===== src/rtl/capture_mem_sender_pkg.sv =====
// Shared constants for the capture-memory read-out path.
// State encoding (4 bits), bytes-per-word helper and TX handshake timing.
// No logic; imported by capture_mem_sender and capture_mem_byte_shifter.
package capture_mem_sender_pkg;

  localparam int DEFAULT_WORDLEN_BITS = 16;

  function automatic int bytes_per_word(input int wordlen_bits);
    return wordlen_bits / 8;
  endfunction

  localparam int BYTES_PER_WORD = bytes_per_word(DEFAULT_WORDLEN_BITS);

  // The UART only drops tx_ready the cycle after it sees tx_start, so the
  // first cycle of WAIT_TX must not trust tx_ready.
  localparam int TX_IGNORE_CYCLES = 1;

  typedef enum logic [3:0] {
    IDLE    = 4'd0,
    ACK     = 4'd1,
    RD_WAIT = 4'd2,
    LOAD    = 4'd3,
    SEND    = 4'd4,
    WAIT_TX = 4'd5,
    NEXT    = 4'd6,
    CKSUM   = 4'd7,
    DONE    = 4'd8
  } state_t;

endpackage


===== src/rtl/capture_mem_byte_shifter.sv =====
// Word shift register: parallel load, MSB-first 8-bit left shift, byte counter.
// Latency: load/shift take effect on the next clock; top_byte/last_byte are registered-derived.
// Backpressure: none; the caller decides when to shift.
// Ports: clk, rst_l (async active-low), load, shift, word_in -> top_byte, last_byte.
module capture_mem_byte_shifter
  import capture_mem_sender_pkg::*;
#(
  parameter int WORD_BITS = DEFAULT_WORDLEN_BITS
) (
  input  logic                 clk,
  input  logic                 rst_l,
  input  logic                 load,
  input  logic                 shift,
  input  logic [WORD_BITS-1:0] word_in,
  output logic [7:0]           top_byte,
  output logic                 last_byte
);

  localparam int BYTES    = bytes_per_word(WORD_BITS);
  localparam int IDX_BITS = $clog2(BYTES + 1);

  logic [WORD_BITS-1:0] sreg;
  logic [IDX_BITS-1:0]  byte_idx;

  always_ff @(posedge clk or negedge rst_l) begin
    if (!rst_l) begin
      sreg     <= '0;
      byte_idx <= '0;
    end else if (load) begin
      sreg     <= word_in;
      byte_idx <= '0;
    end else if (shift) begin
      sreg     <= sreg << 8;
      byte_idx <= byte_idx + IDX_BITS'(1);
    end
  end

  assign top_byte  = sreg[WORD_BITS-1 -: 8];
  // High once every byte of the loaded word has been shifted out.
  assign last_byte = (byte_idx == IDX_BITS'(BYTES));

endmodule


===== src/rtl/capture_mem_sender.sv =====
// Streams capture memory (MEM_LAST_ADDR down to 0) byte-wise, MSB first, to the UART TX.
// Latency: ack 1 cycle after sc_run; first tx_start 4 cycles after sc_run if tx_ready is high.
// Backpressure: stalls in SEND/WAIT_TX/CKSUM while tx_ready is low, no timeout.
// Ports: clk, rst_l (async active-low), sc_run/ack_sc_run/sc_done (monitor handshake),
//        mem_port_B_address/mem_port_B_dout (sync-read RAM), tx_ready/tx_start/tx_byte (UART).
// Optional: define CAPTURE_MEM_SENDER_CHECKSUM_EN to append an XOR checksum byte.
module capture_mem_sender
  import capture_mem_sender_pkg::*;
#(
  parameter int MEM_ADDRESS_BITS = 8,
  parameter int MEM_WORDLEN_BITS = DEFAULT_WORDLEN_BITS,
  parameter int MEM_LAST_ADDR    = 255
) (
  input  logic                        clk,
  input  logic                        rst_l,
  input  logic                        sc_run,
  output logic                        ack_sc_run,
  output logic                        sc_done,
  output logic [MEM_ADDRESS_BITS-1:0] mem_port_B_address,
  input  logic [MEM_WORDLEN_BITS-1:0] mem_port_B_dout,
  input  logic                        tx_ready,
  output logic                        tx_start,
  output logic [7:0]                  tx_byte
);

  localparam int IGN_BITS = $clog2(TX_IGNORE_CYCLES + 1);
  localparam logic [MEM_ADDRESS_BITS-1:0] LAST_ADDR = MEM_ADDRESS_BITS'(MEM_LAST_ADDR);

  state_t              state;
  logic [IGN_BITS-1:0] ign_cnt;
  logic [7:0]          top_byte;
  logic                word_sent;
  logic                sh_load;
  logic                sh_shift;

`ifdef CAPTURE_MEM_SENDER_CHECKSUM_EN
  logic [7:0] cksum;
  logic       cksum_sent;
`endif

  assign sh_load  = (state == LOAD);
  assign sh_shift = (state == SEND) && tx_ready;

  capture_mem_byte_shifter #(
    .WORD_BITS (MEM_WORDLEN_BITS)
  ) u_shifter (
    .clk       (clk),
    .rst_l     (rst_l),
    .load      (sh_load),
    .shift     (sh_shift),
    .word_in   (mem_port_B_dout),
    .top_byte  (top_byte),
    .last_byte (word_sent)
  );

  always_ff @(posedge clk or negedge rst_l) begin
    if (!rst_l) begin
      state              <= IDLE;
      ack_sc_run         <= 1'b0;
      sc_done            <= 1'b0;
      tx_start           <= 1'b0;
      tx_byte            <= 8'h00;
      mem_port_B_address <= LAST_ADDR;
      ign_cnt            <= '0;
`ifdef CAPTURE_MEM_SENDER_CHECKSUM_EN
      cksum              <= 8'h00;
      cksum_sent         <= 1'b0;
`endif
    end else begin
      // Strobes default low so each is a single-cycle pulse.
      ack_sc_run <= 1'b0;
      sc_done    <= 1'b0;
      tx_start   <= 1'b0;
      case (state)
        IDLE: begin
          if (sc_run) begin
            state              <= ACK;
            ack_sc_run         <= 1'b1;
            mem_port_B_address <= LAST_ADDR;
`ifdef CAPTURE_MEM_SENDER_CHECKSUM_EN
            cksum              <= 8'h00;
            cksum_sent         <= 1'b0;
`endif
          end
        end
        ACK:     state <= RD_WAIT;
        RD_WAIT: state <= LOAD;   // RAM registers the address this cycle
        LOAD:    state <= SEND;   // shifter captures dout on this edge
        SEND: begin
          if (tx_ready) begin
            tx_start <= 1'b1;
            tx_byte  <= top_byte;
            ign_cnt  <= IGN_BITS'(TX_IGNORE_CYCLES);
`ifdef CAPTURE_MEM_SENDER_CHECKSUM_EN
            cksum    <= cksum ^ top_byte;
`endif
            state    <= WAIT_TX;
          end
        end
        WAIT_TX: begin
          if (ign_cnt != '0) begin
            ign_cnt <= ign_cnt - IGN_BITS'(1);
          end else if (tx_ready) begin
`ifdef CAPTURE_MEM_SENDER_CHECKSUM_EN
            if (cksum_sent) begin
              state   <= DONE;
              sc_done <= 1'b1;
            end else if (word_sent) begin
              state <= NEXT;
            end else begin
              state <= SEND;
            end
`else
            if (word_sent) state <= NEXT;
            else           state <= SEND;
`endif
          end
        end
        NEXT: begin
          // Address 0 terminates, so the decrement can never wrap.
          if (mem_port_B_address == '0) begin
`ifdef CAPTURE_MEM_SENDER_CHECKSUM_EN
            state   <= CKSUM;
`else
            state   <= DONE;
            sc_done <= 1'b1;
`endif
          end else begin
            mem_port_B_address <= mem_port_B_address - MEM_ADDRESS_BITS'(1);
            state              <= RD_WAIT;
          end
        end
`ifdef CAPTURE_MEM_SENDER_CHECKSUM_EN
        CKSUM: begin
          if (tx_ready) begin
            tx_start   <= 1'b1;
            tx_byte    <= cksum;
            ign_cnt    <= IGN_BITS'(TX_IGNORE_CYCLES);
            cksum_sent <= 1'b1;
            state      <= WAIT_TX;
          end
        end
`endif
        DONE:    state <= IDLE;   // sc_done is high during this cycle
        default: state <= IDLE;
      endcase
    end
  end

endmodule


===== config.mk =====
export PLATFORM = sky130hd
export DESIGN_NAME = capture_mem_sender
export DESIGN_NICKNAME = d
export VERILOG_FILES = /design/src/rtl/capture_mem_sender_pkg.sv /design/src/rtl/capture_mem_byte_shifter.sv /design/src/rtl/capture_mem_sender.sv
export SDC_FILE = /design/constraint.sdc
export NUM_CORES = 1
export LEC_CHECK = 0
export BUFFER_PORTS_ARGS = -buffer_cell sky130_fd_sc_hd__buf_4
export CAP_MARGIN = 0
export CORE_UTILIZATION = 50
export DETAILED_ROUTE_END_ITERATION = 12
export HOLD_SLACK_MARGIN = 0.12
export PLACE_DENSITY = 0.74
export SLEW_MARGIN = 40
export SYNTH_ARGS = -nofsm -noshare
export SYNTH_HDL_FRONTEND = slang
export SYNTH_SLANG_ARGS = --single-unit

===== constraint.sdc =====
create_clock -name clk -period 4.1 [get_ports clk]
set_input_delay 0.205 -clock clk [delete_from_list [all_inputs] [get_ports clk]]
set_output_delay 0.205 -clock clk [all_outputs]
set_load 0.03 [all_outputs]

==> summary.txt <==
commonest non-fill, non-tap cells in the layout: nand2_1 (43), buf_4 (39), dfrtp_1 (34)
fraction of registers with async set/reset: 100%
# setup viols final: 0
Syn Std Cell Area: 1940 um2
outcome: finished clean
largest net degree at the start of global routing: 43
via count: 1,491
Slew HR: 65.1%
hold path cells: 3
hold slack: 127 ps
unrepaired setup endpoints after global routing: false
Avg Cell Area, Syn: 10.5 um2
Area Overhead vs Synth: 20.2%
Antenna Nets Post-Route: 0
clk root buf: clkbuf_8
reg2reg end: u_shifter.sreg[13]
CP max FO: 16
Yosys top cell by area: dfrtp_1
port bufs: 38
final period utilization: 46.2%
Synth Warn #: 0
max-slew violation count: 0
CP Cell Sequence: and2b_1 > nand3_1 > inv_2 > a22oi_1 > nand2_1
detailed-route wire length: 3830 um
CTS Sinks: 42
cells after synthesis: 185
area of the multi-input gates: 796 um2
Arrival @ worst endpoint: 2130 ps
worst r2r src: state[2]
layout filler cell count: 321
core box area: 3690 um2
Core Rows: 22
element type at the critical path end: flop
CTS resizes: 0
Die W: 64.3 um
synth top area cells: dfrtp_1 (44%), dfstp_2 (11%), nand2_1 (8.3%)
post-layout util: 63.3%
clock latency on the worst-skew pair: 290 ps
Die H: 64.3 um
VDD IR max: 0.281 mV
gr ovfl total: 0
Initial Util: 52.7%
gr usage total: 21.0%
FF+latch count, synth: 42
Hold WC Path Type: in2reg
Syn Nets: 208
sequential cell area: 1060 um2
Synth Area in Compound Gates: 17.8%
Largest delay share family, worst path: simple AND/OR/NAND/NOR gates
initial antenna violation count: 0
CP required: 4340 ps
vias in the first global route: 1,461
Pwr Density: 603 nW/um2
share of the synthesized area in the top cell type: 43.8%
WP depth: 5
critical path type: reg2reg
drt pass-1 iters: 4
total negative slack: 0 ps
Slowest cell on crit path: dfrtp_1
CTS max path bufs: 2
Worst setup SP type: flop
Vias/cell: 5.50
first-pass GRT wire length: 6570 um
Hold Path End: u_shifter.sreg[8]
post-synthesis mux area share: 0%
pre-CTS setup slack: 2220 ps
R2R setup slack: 2210 ps
Post-Synth Simple-Gate Area: 20.9%
Post-synth EDFFs: 0
Pleak: 1.12 nW
CP Buf/Inv Count: 1
final net count: 246
launch point of the worst path: state[2]
CTS Buf Count: 5
# diodes: 0
Slew @ Worst Pin: 523 ps
Seq/Total Area, Yosys: 54.6%
fmax: 528 MHz
Reg2Reg Depth: 5
I/O pins: 39
commonest non-fill, non-tap cell in the layout: nand2_1
min setup slack post-route: 2210 ps
Yosys cell types: 41
area share of fa/ha/maj cells after synthesis: 1.93%
largest family of logic cells by synthesized area: simple AND/OR/NAND/NOR gates
CTS tree: done
fin crit period: 1890 ps
Routed wire per std cell: 14.1 um
htree depth: 2
GPL Wtd Cong: 0.799
CTS clock-pin slew for the worst setup and hold paths: 70 ps
drt drc: 0
DP HPWL: 2670 um
CP peak stage delay: 650 ps
fraction of layout cells with a size suffix above 1: 28.7%
final hold vios: 0
Max Cap Viol: 0
skew final: 6.75 ps
HP Start: mem_port_B_dout[8]
die area: 4140 um2
ys flop type: dfrtp_1
DRT iter0 DRCs: 126
XOR/XNOR share of the synthesized area: 0%
## tightest hold or removal path, delay by kind of cell
kind | cells | cell delay (ps)
buffers and inverters | 1 | 80
AOI/OAI and AO/OA | 1 | 50
and+or+nand+nor | 1 | 50
## power breakdown
part           switching, mW  internal [mW]
Combinational          0.277          0.213
Sequential             0.120          0.551
Clock                  0.133          0.114
## per-layer routing
layer | routed length [um] | global-route usage [%] | vias to the layer above
li1 | - | - | 724
met1 | 1710 | 24.2 | 727
met2 | 1880 | 35.9 | 34
met3 | 186 | 6.79 | 6
met4 | 52 | 8.33 | 0
met5 | 0 | 0 | -
## cell type report
cell class	count	share of cell area (%)
flip-flops and latches	42	45.4
repair buffers	41	13.4
clock buffers	5	2.95
inverters	7	1.13
multi-input cells	126	34.1
well taps	48	2.57
clock inverters	2	0.429
## through the flow
| stage | cells | power, mW | cell area, um2 |
|---|---|---|---|
| after CTS | 271 | 1.42 | 2330 |
| final | 271 | 1.41 | 2330 |
| after global placement | 262 | 1.15 | 2240 |
| after floorplan | 185 | 1.03 | 1940 |
| after detailed placement | 262 | 1.17 | 2240 |
| after global routing | 271 | 1.51 | 2330 |
## Yosys cell counts, types with 4 or more instances
| cell type | count |
|---|---|
| a22o_1 | 8 |
| a211oi_1 | 5 |
| o21ai_0 | 5 |
| dfrtp_1 | 34 |
| buf_4 | 4 |
| nand2_1 | 43 |
| nor2_1 | 6 |
| inv_1 | 6 |
| a22oi_1 | 7 |
| dfstp_2 | 8 |
| a21oi_1 | 10 |
| nor3_1 | 4 |
| nand2b_1 | 4 |
| buf_2 | 5 |
## state kept, by name, indices dropped and copies added, names as in the netlist
name	count
u_shifter.sreg	16
sc_done	1
tx_start	1
ack_sc_run	1
ign_cnt	1
mem_port_B_address	8
tx_byte	8
state	4
u_shifter.byte_idx	2
## worst max-delay path by stage
stage | to | slack [ps]
after floorplan | state[1] | 2470
after global placement | u_shifter.sreg[13] | 2310
after detailed placement | u_shifter.sreg[11] | 2220
after CTS | u_shifter.sreg[13] | 2200
after global routing | u_shifter.sreg[10] | 2020
final | u_shifter.sreg[13] | 2210
## cells by family after synthesis
family          after synthesis
compound gates               47
buf+inv                      17
fa+ha+maj                     3
simple gates                 76
flops                        42
## timing repair
action,4_1_cts,5_1_grt
hold buffers,2,0
endpoints found under the hold margin,35,0
buffers inserted,0,0
No activity file was read; power rests on OpenSTA's default activity.
